### src/rtl/uart_cmd_decoder.sv
// ASCII command-line decoder: letter + optional hex operand + CR/LF, presented on valid/ready.
// Malformed lines raise a one-cycle error strobe and are dropped up to the next terminator.
module uart_cmd_decoder #(
  parameter  int ARG_W      = 24,
  localparam int MAX_DIGITS = ARG_W / 4
) (
  input  logic             clk,
  input  logic             anrst,
  input  logic [7:0]       rx_data,
  input  logic             rx_done,
  input  logic             rx_err,
  output logic             cmd_valid,
  input  logic             cmd_ready,
  output logic [7:0]       cmd_op,
  output logic [ARG_W-1:0] cmd_arg,
  output logic             cmd_has_arg,
  output logic             err_strobe,
  output logic [1:0]       err_code
);

  localparam int CNT_W = $clog2(MAX_DIGITS + 1);

  localparam logic [1:0] E_BADCHAR  = 2'd0;
  localparam logic [1:0] E_OVERFLOW = 2'd1;
  localparam logic [1:0] E_FRAMING  = 2'd2;
  localparam logic [1:0] E_OVERRUN  = 2'd3;

  typedef enum logic [1:0] {IDLE, ARG, HOLD, DISCARD} state_t;

  state_t           state;
  logic [CNT_W-1:0] count;
  logic             overrun;

  function automatic logic is_term(input logic [7:0] c);
    return (c == 8'h0D) || (c == 8'h0A);
  endfunction

  function automatic logic is_letter(input logic [7:0] c);
    return ((c >= 8'h41) && (c <= 8'h5A)) || ((c >= 8'h61) && (c <= 8'h7A));
  endfunction

  function automatic logic is_hex(input logic [7:0] c);
    return ((c >= 8'h30) && (c <= 8'h39)) || ((c >= 8'h41) && (c <= 8'h46)) ||
           ((c >= 8'h61) && (c <= 8'h66));
  endfunction

  // Letters 'A'-'F' and 'a'-'f' share the low nibble 1..6, offset by 9 to reach 10..15.
  function automatic logic [3:0] hex_nib(input logic [7:0] c);
    if (c <= 8'h39) return c[3:0];
    return c[3:0] + 4'd9;
  endfunction

  logic byte_ok;
  logic hold_event;

  assign byte_ok    = rx_done & ~rx_err;
  assign hold_event = rx_done | rx_err;

  always_ff @(posedge clk or negedge anrst) begin
    if (!anrst) begin
      state       <= IDLE;
      count       <= '0;
      overrun     <= 1'b0;
      cmd_valid   <= 1'b0;
      cmd_op      <= '0;
      cmd_arg     <= '0;
      cmd_has_arg <= 1'b0;
      err_strobe  <= 1'b0;
      err_code    <= '0;
    end else begin
      err_strobe <= 1'b0;
      unique case (state)
        IDLE: begin
          if (rx_err) begin
            err_strobe <= 1'b1;
            err_code   <= E_FRAMING;
            state      <= DISCARD;
          end else if (rx_done) begin
            if (is_letter(rx_data)) begin
              cmd_op  <= {rx_data[7:6], 1'b0, rx_data[4:0]};
              cmd_arg <= '0;
              count   <= '0;
              state   <= ARG;
            end else if (!is_term(rx_data) && (rx_data != 8'h20)) begin
              err_strobe <= 1'b1;
              err_code   <= E_BADCHAR;
              state      <= DISCARD;
            end
          end
        end

        ARG: begin
          if (rx_err) begin
            err_strobe <= 1'b1;
            err_code   <= E_FRAMING;
            state      <= DISCARD;
          end else if (rx_done) begin
            if (is_term(rx_data)) begin
              cmd_has_arg <= (count != '0);
              cmd_valid   <= 1'b1;
              state       <= HOLD;
            end else if (is_hex(rx_data)) begin
              if (count == CNT_W'(MAX_DIGITS)) begin
                err_strobe <= 1'b1;
                err_code   <= E_OVERFLOW;
                state      <= DISCARD;
              end else begin
                cmd_arg <= (cmd_arg << 4) | ARG_W'(hex_nib(rx_data));
                count   <= count + 1'b1;
              end
            end else begin
              err_strobe <= 1'b1;
              err_code   <= E_BADCHAR;
              state      <= DISCARD;
            end
          end
        end

        // Any byte arriving while a command waits is lost; the rest of its line must be skipped.
        HOLD: begin
          if (hold_event) begin
            err_strobe <= 1'b1;
            err_code   <= rx_err ? E_FRAMING : E_OVERRUN;
          end
          if (cmd_ready) begin
            cmd_valid <= 1'b0;
            overrun   <= 1'b0;
            state     <= (overrun || hold_event) ? DISCARD : IDLE;
          end else if (hold_event) begin
            overrun <= 1'b1;
          end
        end

        DISCARD: begin
          if (byte_ok && is_term(rx_data)) state <= IDLE;
        end
      endcase
    end
  end

endmodule
### config.mk
export PLATFORM = sky130hd
export DESIGN_NAME = uart_cmd_decoder
export DESIGN_NICKNAME = d
export VERILOG_FILES = /design/src/rtl/uart_cmd_decoder.sv
export SDC_FILE = /design/constraint.sdc
export NUM_CORES = 1
export LEC_CHECK = 0
export ABC_AREA = 1
export ABC_CLOCK_PERIOD_IN_PS = 4250
export CAP_MARGIN = 20
export CORE_MARGIN = 3
export CORE_UTILIZATION = 45
export DETAILED_ROUTE_END_ITERATION = 16
export MAX_ROUTING_LAYER = met4
export PLACE_DENSITY = 0.79
export RECOVER_POWER = 100
export SLEW_MARGIN = 20
export SYNTH_ARGS = -nofsm -noshare
export SYNTH_HDL_FRONTEND = slang
export SYNTH_SLANG_ARGS = --single-unit
### constraint.sdc
create_clock -name clk -period 4.25 [get_ports clk]
set_input_delay 0.85 -clock clk [delete_from_list [all_inputs] [get_ports clk]]
set_output_delay 0.85 -clock clk [all_outputs]
set_load 0.005 [all_outputs]
# --- Yosys cells after proc, flatten, opt, wreduce, memory -nomap -nowiden ---
# Cells that the tools add are included.
totals:
  register_bits: 42
  output_inout_bits: 37
op_classes:
  n_bitwise: 4
  muxes: 76
  magnitude_cmp: 8
  n_reduce_logical: 26
  eq_ne: 27
  n_addsub: 2
ops:
  columns: ["op", "n"]
  rows:
  - ["$mux W24", 8]
  - ["$pmux W24 S2", 1]
  - ["$mux W2", 22]
  - ["$le A8 B7 Y1 const B", 4]
  - ["$mux W4", 8]
  - ["$mux W1", 24]
  - ["$mux W3", 8]
  - ["$ne A2 B2 Y1 const B", 12]
  - ["$or A24 B4 Y24", 1]
  - ["$eq A8 B4 Y1 const B", 2]
  - ["$ge A8 B7 Y1 const B", 2]
  - ["$ne A3 B3 Y1 const B", 5]
  - ["$reduce_and A9 Y1", 1]
  - ["$ge A8 B6 Y1 const B", 1]
  - ["$le A8 B6 Y1 const B", 1]
  - ["$ne A4 B4 Y1 const B", 2]
  - ["$ne A8 B6 Y1 const B", 1]
  - ["$pmux W2 S4", 1]
  - ["$reduce_and A4 Y1", 2]
  - ["$reduce_and A8 Y1", 1]
  - ["$logic_and A1 B1 Y1", 7]
  - ["$pmux W2 S3", 1]
  - ["$pmux W3 S2", 1]
  - ["$reduce_and A6 Y1", 1]
  - ["other kinds (18)", 26]

# --- Logic depth before layout (Yosys ltp) ---
logic_depth:
  depth_word: 23
  mapped_depth: 16

# --- Least setup slack after synthesis ---
# OpenSTA, ideal clock, no wires.
synth_timing:
  path_kind: "in2reg"
  start: "input port rx_data[1]"
  end: "register cmd_arg[10]"
  t_required_ps: 4128
  path_buffers: 2
  arrival_time_ps: 2139
  cell_stages: 15
  path_slack_ps: 1989
  setup_ps: 122
  cell_sequence: "inv_1 ha_1 nor2_2 nand3_2 nand2_1 inv_2 nand2_2 nor2_4 nand2_1 a21oi_2 nand2_2 buf_6 buf_12 nand2_4 o21ai_2"
synth_via:
  elab_chain_cells: 6
  word_cells_on_any_way: 23
synth_lines:
  columns: ["element", "line_no", "rtl"]
  rows:
  - ["start: declaration", "9", "input logic [7:0] rx_data,"]
  - ["$ge A8 B6 Y1 (tied with other cells)", "43", "return ((c >= 8'h30) && (c <= 8'h39)) || ((c >= 8'h41) && (c <= 8'h46)) ||"]
  - ["$logic_and A1 B1 Y1", "43", null]
  - ["$logic_or A1 B1 Y1 (2 in a row)", "43", null]
  - ["$ne A2 B2 Y1 (no source line)", null, null]
  - ["$reduce_and A9 Y1 (no source line) *", null, null]
  - ["end signal: assignment", "108", "cmd_arg <= (cmd_arg << 4) | ARG_W'(hex_nib(rx_data));"]
  - ["end: declaration", "15", "output logic [ARG_W-1:0] cmd_arg,"]
# Mark *: on every way between the ends. The rest lies on a longest branch, timed or not.
# A chain may end at the register's enable or synchronous reset.

# --- Worst setup path in the final report ---
layout_timing:
  start: "input port rx_data[1]"
  end: "register count[0]"
layout_via:
  elab_chain_cells: 6
  word_cells_on_any_way: 23
layout_lines:
  columns: ["element", "line_no", "rtl"]
  rows:
  - ["$ge A8 B6 Y1 (tied with other cells)", "43", null]
  - ["$logic_and A1 B1 Y1", "43", null]
  - ["$logic_or A1 B1 Y1 (2 in a row)", "43", null]
  - ["$ne A2 B2 Y1 (no source line)", null, null]
  - ["$reduce_and A9 Y1 (no source line) *", null, null]
  - ["end signal: assignment", "109", "count <= count + 1'b1;"]
  - ["end: declaration", "31", "logic [CNT_W-1:0] count;"]
# Marks and branches as above.

==> results.md <==
Yosys:
- The mapped cell area is 2570 um2.
- The sequential-to-total area share from yosys stat is 40.9%.
- The number of warnings reported in the yosys synthesis log is 0.
- The synthesized area per cell is 8.02 um2.
- After synthesis the netlist holds a flip-flop and latch count of 42.
- The number of unique standard cell types used by synthesis is 30.
- The post-synthesis net count is 346.
- The synthesized instance count is 320.

Global route:
- The number of antenna violations at the first check in global routing was 0.
- The first global-routing pass estimated 9050 um of wire.
- The pin count of the biggest net entering global routing is 43.
- Across every metal layer, demand over resource in global routing totals 17.9%.
- After global routing the overflow that remains totals 0.
- The via count of the first global-routing pass is 2066.

Power:
- The peak supply drop is 221 uV.
- The combinational cell fraction of total power is 44.8%.
- The areal power density over the cells is 519 nW/um2.
- The switching part of the total power is 40.9%.
- The net switching power of the design is 0.000656 W.
- The power share of the sequential group is 35.4%.
- Summed over all cells, the static leakage comes to 1.57 nW.
- Internal power comes to 0.000948 W.
- The clock network accounts for 19.8% of the total power.

Critical path:
- In this run the worst path has a maximum fanout of 18.
- Traced cell by cell, the critical path runs through dlygate4sd3_1, inv_1, ha_1, inv_1, nor2_1, nand3_1, nand2_1, inv_1, nand2_1, nand3_1, nand2_1, nand2_1, nand2_2, buf_4, clkinvlp_2, nand3_1, o21ai_0.
- The sort of element at the start of the critical path is an input pin.
- The cell with the largest stage delay on the worst path is sky130_fd_sc_hd__dlygate4sd3_1.
- The number of logic stages on the critical path including buffering is 17.
- STA puts the critical path data required time at 4.43 ns.
- The cell with the most instances on the worst path is sky130_fd_sc_hd__nand2_1.
- Together, buffers and inverters on the worst path number 6.
- Grouping stages by cell kind, the critical path spends the most delay in buffers and inverters.
- The start-to-end type of the worst setup path is input pin to flop.
- The type of destination of the critical path is a flop.
- The worst reg-to-reg path cell count is 12.
- For the worst setup path, the data arrival time is 3.34 ns.
- The biggest cell delay along the critical path is 0.62 ns.

Placed design:
- Detailed placement finished with a half-perimeter wire length of 3810 um.
- The congestion estimate from routability-driven global placement came to 0.909.
- After detailed placement, the total cell area comes to 3070 um2.
- The count of buffers inserted at the top-level ports is 48.

Layout:
- Compared with the post-synthesis result, the final layout area differs by 20.4%.
- In the layout the commonest cells are 106 x sky130_fd_sc_hd__nand2_1, 42 x sky130_fd_sc_hd__dfrtp_1, 38 x sky130_fd_sc_hd__dlygate4sd3_1, 33 x sky130_fd_sc_hd__o21ai_0, 23 x sky130_fd_sc_hd__inv_1.
- The count of fill cells added during filler insertion is 503.
- The final instance area is 3090 um2.
- Leaving out fill and tap cells, the most frequent cell in the layout is sky130_fd_sc_hd__nand2_1.
- For this run, the post-layout net count is 392.
- The share of cells above drive strength 1 is 11.4%.
- The repair_antennas step left the layout with diodes totalling 0.

Clocking:
- The maximum count of clock buffers along a single path is 2.
- The clock slew seen by the registers of the worst setup and hold paths is 0.08 ns.
- The total clock buffers created by CTS is 5.
- The clock net sink count is 42.
- The H-tree was split into 2 levels.
- For the worst-skew pair, the clock arrives at the later sink with an insertion delay of 0.29 ns.
- The CTS tree is done.
- The number of cells upsized or downsized after cts is 0.
- The hold buffer count at cts is 0.
- The clock root buffer master is sky130_fd_sc_hd__clkbuf_8.
- The post-CTS setup buffer count is 0.

STA:
- Headroom to the max-slew limit came out at -47.1%.
- Setup repair after global routing left no endpoint under its margin.
- The maximum clock frequency is 316 MHz.
- The total negative slack for setup checks is 0 ns.
- The max-slew violation count is 43.
- The worst path needs 3.17 ns of the cycle, external delays included.
- The worst path uses 74.5% of the clock period.
- At the pin with the least slew margin, the transition time is 2.21 ns.
- The worst-case clock skew is 0.00704 ns.
- The final count of hold timing violations was 0.
- Setup violations remaining at the end of the flow were counted as 0.
- Across all hold checks on the routed design, the worst slack comes to 0.466 ns.

Routing:
- The pre-antenna-repair detailed-routing pass consisted of 4 iterations.
- The total number of vias is 2161.
- The count of nets left with antenna violations once routing finished came out at 0.
- The total routed wirelength is 5170 um.
- The ratio of routed vias to standard cells is 4.95.
- The routed length per instance is 11.8 um.
- The violation count after the first detailed-route iteration is 178.
- After detailed routing, the number of remaining DRC violations is 0.

Floorplan:
- The core region is 5300 um2.
- The initial cell density of the core is 48.4%.
- The x dimension of the die is 81.5 um.
- The initialized floorplan defines 26 standard-cell rows.
- The floorplan step set the die height to 81.5 um.
- The die covers 6650 um2.
- 50 I/O pins were placed.

Outcome:
- The checks that failed: capacitance limit, slew limit.
- The flow ran to the end, but the final reports show violations.

Worst hold path:
- The cell depth of the worst hold path is 2.
- The path class of the tightest hold or removal check is flop to flop.

Job:
- The count of max-cap constraint violations is 1.
==> cell type report <==
cell class | count | area, um2 | share of cell area, %
tap | 70 | 87.6 | 2.83
inverter | 31 | 118 | 3.81
sequential | 42 | 1050 | 34.0
timing repair buffer | 51 | 497 | 16.1
multi-input combinational | 235 | 1220 | 39.6
clock buffer | 5 | 68.8 | 2.23
clock inverter | 3 | 43.8 | 1.42
==> tightest hold or removal path: stages (launching register included) <==
cell                      delay [ns]
sky130_fd_sc_hd__dfrtp_1        0.35
sky130_fd_sc_hd__inv_1          0.04
sky130_fd_sc_hd__nand2_1        0.05
==> worst paths after layout <==
| check | slack [ns] | endpoint | from |
|---|---|---|---|
| worst max-delay path | 1.08 | count[0] | rx_data[1] |
| worst min-delay path | 0.47 | cmd_op[6] | cmd_op[6] |
| worst max register to register | 1.99 | count[0] | state[1] |
| worst min register to register | 0.47 | cmd_op[6] | cmd_op[6] |
| max in group asynchronous | 1.79 | cmd_has_arg | anrst |
| min in group asynchronous | 1.20 | cmd_arg[20] | anrst |
==> sequential cells by signal (all words and copies together) (netlist names) <==
register / flops
cmd_arg: 24
cmd_has_arg: 1
cmd_op: 7
cmd_valid: 1
count: 3
err_code: 2
err_strobe: 1
overrun: 1
state: 2
==> kinds of logic (layout without fill, tap and decap cells) <==
group / count (synthesis) / in the layout / synth area share, %
adder cells (fa/ha/maj): 13 / 13 / 6.34
buffers and inverters: 43 / 90 / 7.89
XOR/XNOR: 1 / 1 / 0.341
flip-flops: 42 / 42 / 40.9
other: 1 / 1 / 0.146
AO/OA/AOI/OAI: 60 / 60 / 14.9
AND/OR/NAND/NOR: 160 / 160 / 29.4
==> metal layers <==
metal	GRT usage [%]	vias to the layer above	share of wire [%]
li1	-	1109	-
met1	23.4	968	47
met2	28.0	78	45
met3	3.62	6	5.9
met4	5.74	0	1.6
met5	-	-	0
==> power groups by stage <==
stage / clock network, W / registers, W / logic (W)
2_1_floorplan: 0 / 0.000577 / 0.000579
3_3_place_gp: 0 / 0.000579 / 0.000787
3_5_place_dp: 0 / 0.000581 / 0.000800
4_1_cts: 0.000324 / 0.000575 / 0.000804
5_1_grt: 0.000340 / 0.000583 / 0.000819
6_report: 0.000318 / 0.000567 / 0.000719
==> per-stage QoR <==
| step | cells | util, % | total power [W] | setup slack, ns |
|---|---|---|---|---|
| after detailed placement | 429 | 57.9 | 0.00138 | 1.08 |
| after floorplan | 320 | - | 0.00116 | 1.99 |
| after CTS | 437 | 60.0 | 0.00170 | 1.37 |
| after global routing | 437 | 58.3 | 0.00174 | 0.730 |
| after global placement | 429 | 57.9 | 0.00137 | 1.15 |
| final | 437 | 58.3 | 0.00160 | 1.08 |
==> cells in the mapped netlist <==
cell	n	area [um2]
sky130_fd_sc_hd__a21oi_1	15	75.1
sky130_fd_sc_hd__a21oi_2	1	8.76
sky130_fd_sc_hd__a31oi_1	1	6.26
sky130_fd_sc_hd__buf_12	1	20.0
sky130_fd_sc_hd__buf_2	3	15.0
sky130_fd_sc_hd__buf_4	1	7.51
sky130_fd_sc_hd__buf_6	2	22.5
sky130_fd_sc_hd__clkbuf_1	5	18.8
sky130_fd_sc_hd__conb_1	1	3.75
sky130_fd_sc_hd__dfrtp_1	42	1050
sky130_fd_sc_hd__ha_1	13	163
sky130_fd_sc_hd__inv_1	23	86.3
sky130_fd_sc_hd__inv_2	7	26.3
sky130_fd_sc_hd__inv_4	1	6.26
sky130_fd_sc_hd__nand2_1	98	368
sky130_fd_sc_hd__nand2_2	10	62.6
sky130_fd_sc_hd__nand2_4	10	113
sky130_fd_sc_hd__nand3_1	18	90.1
sky130_fd_sc_hd__nand3_2	2	20.0
sky130_fd_sc_hd__nand4_1	1	6.26
sky130_fd_sc_hd__nor2_1	15	56.3
sky130_fd_sc_hd__nor2_2	2	12.5
sky130_fd_sc_hd__nor2_4	1	11.3
sky130_fd_sc_hd__nor3_1	2	10.0
sky130_fd_sc_hd__o211ai_1	1	7.51
sky130_fd_sc_hd__o21ai_0	18	90.1
sky130_fd_sc_hd__o21ai_1	4	20.0
sky130_fd_sc_hd__o21ai_2	20	175
sky130_fd_sc_hd__or2_2	1	6.26
sky130_fd_sc_hd__xor2_1	1	8.76
Note: power is estimated with default switching activity, not from simulation.
